## config.mk

```make
export PLATFORM = sky130hd
export DESIGN_NAME = conv_window_generator
export DESIGN_NICKNAME = d
export VERILOG_FILES = /design/src/rtl/conv_window_generator.sv
export SDC_FILE = /design/constraint.sdc
export NUM_CORES = 1
export LEC_CHECK = 0
export CAP_MARGIN = 25
export CELL_PAD_IN_SITES_DETAIL_PLACEMENT = 1
export CELL_PAD_IN_SITES_GLOBAL_PLACEMENT = 1
export CORE_ASPECT_RATIO = 1.1
export CORE_MARGIN = 5
export CORE_UTILIZATION = 30
export DETAILED_ROUTE_END_ITERATION = 8
export DONT_BUFFER_PORTS = 1
export PLACE_DENSITY_LB_ADDON = 0.12
export SYNTH_ARGS = -nofsm -noshare
export SYNTH_HDL_FRONTEND = slang
export SYNTH_SLANG_ARGS = --single-unit
```

## constraint.sdc

```tcl
create_clock -name clk -period 11.6 [get_ports clk]
set_input_delay 2.32 -clock clk [delete_from_list [all_inputs] [get_ports clk]]
set_output_delay 2.32 -clock clk [all_outputs]
set_load 0.02 [all_outputs]
```

## src/rtl/conv_window_generator.sv

```systemverilog
// conv_window_generator: raster pixel stream to KxK valid-only windows, stride 1; `define WINDOW_POS_EN adds win_row/win_col
module conv_window_generator #(
  parameter int DATA_WIDTH  = 32,
  parameter int KERNEL_SIZE = 3,
  parameter int IMG_WIDTH   = 8,
  parameter int IMG_HEIGHT  = 8
) (
  input  logic                                            clk,
  input  logic                                            reset,
  input  logic [DATA_WIDTH-1:0]                           in_data,
  input  logic                                            in_valid,
  output logic                                            in_ready,
  output logic [KERNEL_SIZE*KERNEL_SIZE*DATA_WIDTH-1:0]   image,
  output logic                                            out_valid,
  input  logic                                            out_ready,
  output logic                                            out_last,
  output logic                                            frame_done
`ifdef WINDOW_POS_EN
  ,
  output logic [$clog2(IMG_HEIGHT)-1:0]                   win_row,
  output logic [$clog2(IMG_WIDTH)-1:0]                    win_col
`endif
);
  localparam int K  = KERNEL_SIZE;
  localparam int DW = DATA_WIDTH;
  localparam int RW = $clog2(IMG_HEIGHT);
  localparam int CW = $clog2(IMG_WIDTH);
  localparam logic [RW-1:0] ROW_LAST  = RW'(IMG_HEIGHT-1);
  localparam logic [RW-1:0] ROW_FIRST = RW'(K-1);
  localparam logic [CW-1:0] COL_LAST  = CW'(IMG_WIDTH-1);
  localparam logic [CW-1:0] COL_FIRST = CW'(K-1);
  typedef enum logic [1:0] {FILL, RUN, DONE} state_t;
  state_t state, state_nxt;
  logic [RW-1:0] row;
  logic [CW-1:0] col;
  logic [DW-1:0] lb [K-1][IMG_WIDTH];
  logic [DW-1:0] win [K][K];
  logic [DW-1:0] win_nxt [K][K];
  logic [K*K*DW-1:0] flat;
  logic acc, emit, eol, eof;
  assign acc  = in_valid && in_ready;
  assign eol  = col == COL_LAST;
  assign eof  = eol && row == ROW_LAST;
  assign emit = acc && row >= ROW_FIRST && col >= COL_FIRST;
  always_ff @(posedge clk or negedge reset)
    if (!reset) state <= FILL;
    else state <= state_nxt;
  always_comb
    state_nxt = state == FILL ? (acc && row == ROW_FIRST ? RUN : FILL) :
                state == RUN  ? (acc && eof ? DONE : RUN) :
                                (out_valid && out_ready ? FILL : DONE);
  always_comb begin
    in_ready   = state != DONE && !(out_valid && !out_ready);
    frame_done = state == DONE && out_valid && out_ready;
  end
  // new rightmost column: buffered rows oldest-first, live pixel at the bottom
  always_comb begin
    for (int r = 0; r < K; r++)
      for (int c = 0; c < K-1; c++) win_nxt[r][c] = win[r][c+1];
    for (int r = 0; r < K-1; r++) win_nxt[r][K-1] = lb[r][col];
    win_nxt[K-1][K-1] = in_data;
    for (int i = 0; i < K*K; i++) flat[i*DW +: DW] = win_nxt[i/K][i%K];
  end
  always_ff @(posedge clk)
    if (acc) begin
      win <= win_nxt;
      for (int r = 0; r < K-2; r++) lb[r][col] <= lb[r+1][col];
      lb[K-2][col] <= in_data;
    end
  always_ff @(posedge clk or negedge reset)
    if (!reset) begin
      row       <= '0;
      col       <= '0;
      out_valid <= 1'b0;
      out_last  <= 1'b0;
      image     <= '0;
    end else begin
      if (acc) begin
        col <= eol ? '0 : col + 1'b1;
        if (eol) row <= eof ? '0 : row + 1'b1;
      end
      if (emit) begin
        out_valid <= 1'b1;
        out_last  <= eof;
        image     <= flat;
      end else if (out_ready) begin
        out_valid <= 1'b0;
        out_last  <= 1'b0;
      end
    end
`ifdef WINDOW_POS_EN
  always_ff @(posedge clk or negedge reset)
    if (!reset) begin
      win_row <= '0;
      win_col <= '0;
    end else if (emit) begin
      win_row <= row - ROW_FIRST;
      win_col <= col - COL_FIRST;
    end
`endif
endmodule

```

==> results of run 1 <==
==> kinds of logic after synthesis <==
logic type               count (synthesis)  share of synthesized area, %
buffers and inverters                   73                          1.12
AND/OR/NAND/NOR                         39                         0.550
AO/OA/AOI/OAI                           16                         0.270
multiplexers                           480                          18.9
flip-flops                            1002                          79.0
adder cells (fa/ha/maj)                  5                         0.173
==> power groups by stage <==
stage               combinational, mW  clock [mW]  sequential [mW]
floorplan                        1.91           0             6.21
global placement                 2.58           0             6.51
detailed placement               2.68           0             6.54
CTS                              2.69        3.55             6.47
global route                     2.83        3.70             6.55
finish                           2.57        3.40             6.42
==> cell type report <==
cell class	count	share of cell area (%)
Clock inverter	52	0.978
Sequential cell	1002	68.6
Multi-Input combinational cell	540	17.3
Inverter	2	0.0360
Clock buffer	156	7.50
Tap cell	1552	4.65
Timing Repair Buffer	33	0.894
Antenna cell	6	0.0360
==> flip-flops by register name (all words and copies together) (netlist names) <==
signal     count
state          2
image        288
row            3
lb           512
col            3
out_last       1
flat         192
out_valid      1
==> layer usage <==
layer | part of all wire, % | up-vias | GRT usage (%)
met5 | 0 | - | 0
met4 | 2.0 | 0 | 3.93
met3 | 8.0 | 114 | 3.94
met2 | 46 | 372 | 20.2
met1 | 44 | 8292 | 17.0
li1 | - | 6600 | -
==> how the worst max path moves through the flow <==
stage,startpoint,end,cells past startpoint
global route,out_ready,in_ready,2
floorplan,out_ready,lb[0][128],5
global placement,out_ready,lb[0][192],6
detailed placement,out_ready,lb[0][91],7
CTS,out_ready,in_ready,2
finish,out_ready,in_ready,2
==> through the flow <==
| stage | power [mW] | worst slack (ps) | util (%) | cells | area, um^2 |
|---|---|---|---|---|---|
| finish | 12.4 | 6510 | 34.9 | 3343 | 41700 |
| global route | 13.1 | 6470 | 34.9 | 3337 | 41700 |
| CTS | 12.7 | 6510 | 34.8 | 3336 | 41700 |
| detailed placement | 9.22 | 5970 | 31.9 | 3128 | 38100 |
| global placement | 9.09 | 5830 | 31.8 | 3122 | 38000 |
| floorplan | 8.12 | 1240 | - | 1615 | 36200 |
==> cells in the mapped netlist (2+ instances only) <==
cell / instances / area [um^2]
a21o_1: 2 / 15.0
a21oi_1: 4 / 20.0
buf_1: 8 / 30.0
buf_2: 32 / 160
buf_4: 2 / 15.0
buf_6: 11 / 124
clkbuf_1: 18 / 67.6
dfrtp_1: 298 / 7460
edfxtp_1: 704 / 21100
ha_1: 5 / 62.6
inv_1: 2 / 7.51
mux2_2: 351 / 3950
mux2i_1: 3 / 30.0
mux4_2: 126 / 2840
nand2_1: 12 / 45.0
nand2b_1: 7 / 43.8
nand4_1: 3 / 18.8
nor2_1: 5 / 18.8
nor3_1: 6 / 30.0
o21ai_0: 7 / 35.0
==> run metrics, run 1 <==
Post-Syn Nets=1656; drt drc=0; Fillers=11500; FF-to-FF path depth=8; top_reg_cell synth=edfxtp_1; sequential group share of total power=51.8%; CP peak stage delay=280 ps; detailed placement HPWL=47200 um; commonest non-fill, non-tap cell in the layout=edfxtp_1; Via Count=15400; Leak=14.6 nW; max_cap viols=0; CTS tree=yes; Hold/Removal Path Class=reg2reg; gr usage total=12.8%; Die ar.=128000 um^2; final hold slack=446 ps; core area=120000 um^2; # hold bufs at CTS=0; Max Slew Vio Count=0; Post-CTS Repair Setup Buffers=0; latest clock arrival within the worst-skew pair=690 ps; sum of negative setup slack=0 ps; Die X=341 um; pin count of the biggest net entering global routing=299; FP Rows=133; Switching Share=32.5%; setup violators final=0; First DRT Iteration DRCs=819; WP data required=9280 ps; FFs w/ async S/R, synth=29.7%; cells after synthesis=1615; CP Capture Type=output pin; GR Overflow Total=0; RSZ-0062 raised after global routing=false; Worst VDD drop=127 uV; gpl congestion=0.677; Fmax achieved=0.197 GHz; most frequent cells in the layout=704 x edfxtp_1, 351 x mux2_2, 295 x dfrtp_1, 126 x mux4_2, 113 x clkbuf_16; number of global-route vias before repair=17400; NetSw=4.02 mW; clock share of power=27.4%; IO Port Bufs=0; register area=28600 um^2; final hold viol count=0; Area Overhead vs Synth=15.3%; critical path's top delay family=simple AND/OR/NAND/NOR gates; Hold Crit Endpoint=flat[118]; reg2reg start=row[0]; Sink Count=1002; crit-path cells=nand2b_1 -> and2_1; Cells on Worst Hold Path=0; outcome=finished clean; Comb pwr share=20.8%; Period minus WS final=5090 ps; Buf+Inv Stages, Crit Path=0; Slew headroom=29.7%; HP Start=flat[150]; worst-margin pin slew=1050 ps; DRT Wirelength=82200 um; crit start category=input port; 1st-pass router iterations=4; initial antenna violation count=3; H-Tree Depth=3; layout cell share with drive strength beyond 1=38.5%; Slowest cell on crit path=and2_1; Starting Density=30.2%; Crit Path Category=in2out; clk slew on worst S/H paths=60 ps; nets=1730; footprint of the multi-input gates=7230 um^2; post-CTS sizing=0; Int Pwr=8.37 mW; # IOs=328; wire per inst=24.6 um; Cell variety after synth=29; Post-synth EDFFs=704; Seq/Total Area, Yosys=79.0%; clk root buf=clkbuf_16; Num CTS Buffers=110; R2R Path End=image[131]; Syn Area/Cell=22.4 um^2; Arrival @ worst endpoint=2770 ps; vias per std cell=4.60; share of the clock period used by the worst path=43.9%; CP Max Fanout=5; PD cells=297 nW/um^2; Routed Antenna Nets=0; number of synthesis warnings=0; clk_skew=19.8 ps; Synth Register Bits=1002; Worst R2R Setup Slack=7890 ps; Clock Path Buffers=3; cell area after synthesis=36200 um^2; Die H=374 um; first-pass GRT wire length=122000 um
(Power assumes the default switching activity.)
==> inputs of run 2 (changes only) <==
clock period = 4.7 ns   (was 11.6 ns; I/O delays follow)
==> run metrics, run 2 (synthesis results as in run 1) <==
share of the clock period used by the worst path=70.0%; DRT Wirelength=84900 um (+3.3%); Clock Path Buffers=3 (unchanged); max_cap viols=0 (unchanged); Starting Density=30.2% (unchanged); Die ar.=128000 um^2 (unchanged); worst-margin pin slew=1360 ps (+303 ps); final hold slack=-48.3 ps (-495 ps); detailed placement HPWL=48600 um (+2.9%); Routed Antenna Nets=0 (unchanged); Crit Path Category=reg2reg; Worst R2R Setup Slack=1410 ps (-6480 ps); nets=1734 (+0.23%); number of global-route vias before repair=17400 (-0.33%); Max Slew Vio Count=0 (unchanged); gr usage total=13.3% (+0.48 points); Via Count=15600 (+1.2%); drt drc=0 (unchanged); clk slew on worst S/H paths=60 ps (about the same); vias per std cell=4.65 (+1.1%); Die H=374 um (unchanged); gpl congestion=0.672 (-0.80%); reg2reg start=col[1]; setup violators final=0 (unchanged); pin count of the biggest net entering global routing=299 (unchanged); Slew headroom=9.53% (-20 points); Arrival @ worst endpoint=3840 ps (+1070 ps); most frequent cells in the layout=704 x edfxtp_1, 351 x mux2_2, 295 x dfrtp_1, 126 x mux4_2, 115 x clkbuf_16; wire per inst=25.4 um (+3.1%); Leak=14.8 nW (+1.3%); most flop-heavy register=lb; R2R Path End=image[58]; outcome=complete, but fails checks; 1st-pass router iterations=6 (+2); Worst VDD drop=308 uV (+140%); PD cells=742 nW/um^2 (+150%); H-Tree Depth=3 (unchanged); Die X=341 um (unchanged); post-CTS sizing=0 (unchanged); Num CTS Buffers=111 (+0.91%); Post-CTS Repair Setup Buffers=0 (unchanged); failing checks=hold timing; CP Max Fanout=60 (+55); Period minus WS final=3290 ps; Sink Count=1002 (unchanged); Finished Layout Cells=3348 (+0.15%); Area Overhead vs Synth=16.2%; FP Rows=133 (unchanged); clk root buf=clkbuf_16; crit start category=flip-flop; max FFs per register=512 (unchanged); layout cell share with drive strength beyond 1=39.6% (+1.1 points); latest clock arrival within the worst-skew pair=700 ps (about the same); # placed instances=3132 (+0.13%); WP data required=5260 ps (-4020 ps); first-pass GRT wire length=126000 um (+3.0%); register area=28600 um^2 (unchanged); RSZ-0062 raised after global routing=false; CP Capture Type=flip-flop; commonest non-fill, non-tap cell in the layout=edfxtp_1; Hold/Removal Path Class=in2async; IO Port Bufs=0 (unchanged); FF-to-FF path depth=5 (-3); initial antenna violation count=4 (+1); final hold viol count=67 (+67); First DRT Iteration DRCs=666 (-19%); Fillers=11500 (-0.62%); core area=120000 um^2 (unchanged); Layout Utilization=35.2% (+0.28 points); # IOs=328 (unchanged); GR Overflow Total=0 (unchanged); CTS tree=yes; clk_skew=30.1 ps (+10.3 ps); footprint of the multi-input gates=7260 um^2 (+0.40%); Final Total Pwr=31.2 mW (+150%); Fmax achieved=0.304 GHz
-- run 2: cell count changes in the layout (fill, tap and decap cells not counted), moves of 2 or more --
cell | previous run | this run
clkinv_1 | 16 | 4
clkbuf_8 | 14 | 24
buf_12 | 2 | 8
bufinv_16 | 5 | 11
buf_16 | 5 | 0
clkbuf_1 | 29 | 27
clkbuf_16 | 113 | 115
clkinv_4 | 1 | 3
inv_6 | 4 | 2
-- run 2: critical path, cell delays in order, from the launching register on --
cell     delay, ps
dfrtp_4        800
o32a_1         340
nand4_1        180
buf_4          560
buf_4          750
mux2_2         410
-- run 2: metal layers --
layer / GRT usage (%) / part of all wire [%] / up-vias
met5: 0 / 0 / -
met4: 4.02 / 2.1 / 0
met3: 3.83 / 6.5 / 121
met2: 20.9 / 47 / 357
met1: 17.9 / 45 / 8479
li1: - / - / 6610
-- run 2: worst max path at each step --
stage	start	end	slack, ps	depth (start not counted)
6_report	col[1]	image[58]	1410	5
5_1_grt	col[1]	image[97]	1160	5
4_1_cts	col[1]	image[152]	1270	5
3_5_place_dp	out_ready	lb[0][5]	1000	6
3_3_place_gp	out_ready	lb[0][4]	1070	6
2_1_floorplan	out_ready	lb[0][160]	-1660	4
-- run 2: layout make-up --
| type | count | share of cell area, % |
|---|---|---|
| tap | 1552 | 4.62 |
| timing repair buffer | 36 | 0.889 |
| multi-input combinational | 540 | 17.3 |
| clock buffer | 166 | 7.87 |
| inverter | 2 | 0.0268 |
| clock inverter | 45 | 1.28 |
| antenna | 5 | 0.0297 |
| sequential | 1002 | 68.0 |
-- run 2: where the power goes --
part	switching, mW	total, mW	leakage (nW)	internal [mW]
Sequential	3.22	16.0	10.2	12.8
Clock	3.53	8.99	1.90	5.46
Combinational	3.25	6.22	2.72	2.98
Total	10.0	31.2	14.8	21.2
-- run 2: metrics by stage --
stage	hold WS, ps	area [um^2]	setup slack [ps]	TNS (ps)
5_1_grt	-115	42000	1160	0
6_report	-48.3	42100	1410	0
3_3_place_gp	426	38200	1070	0
3_5_place_dp	431	38200	1000	0
4_1_cts	-149	42000	1270	0
2_1_floorplan	422	36200	-1660	-583720
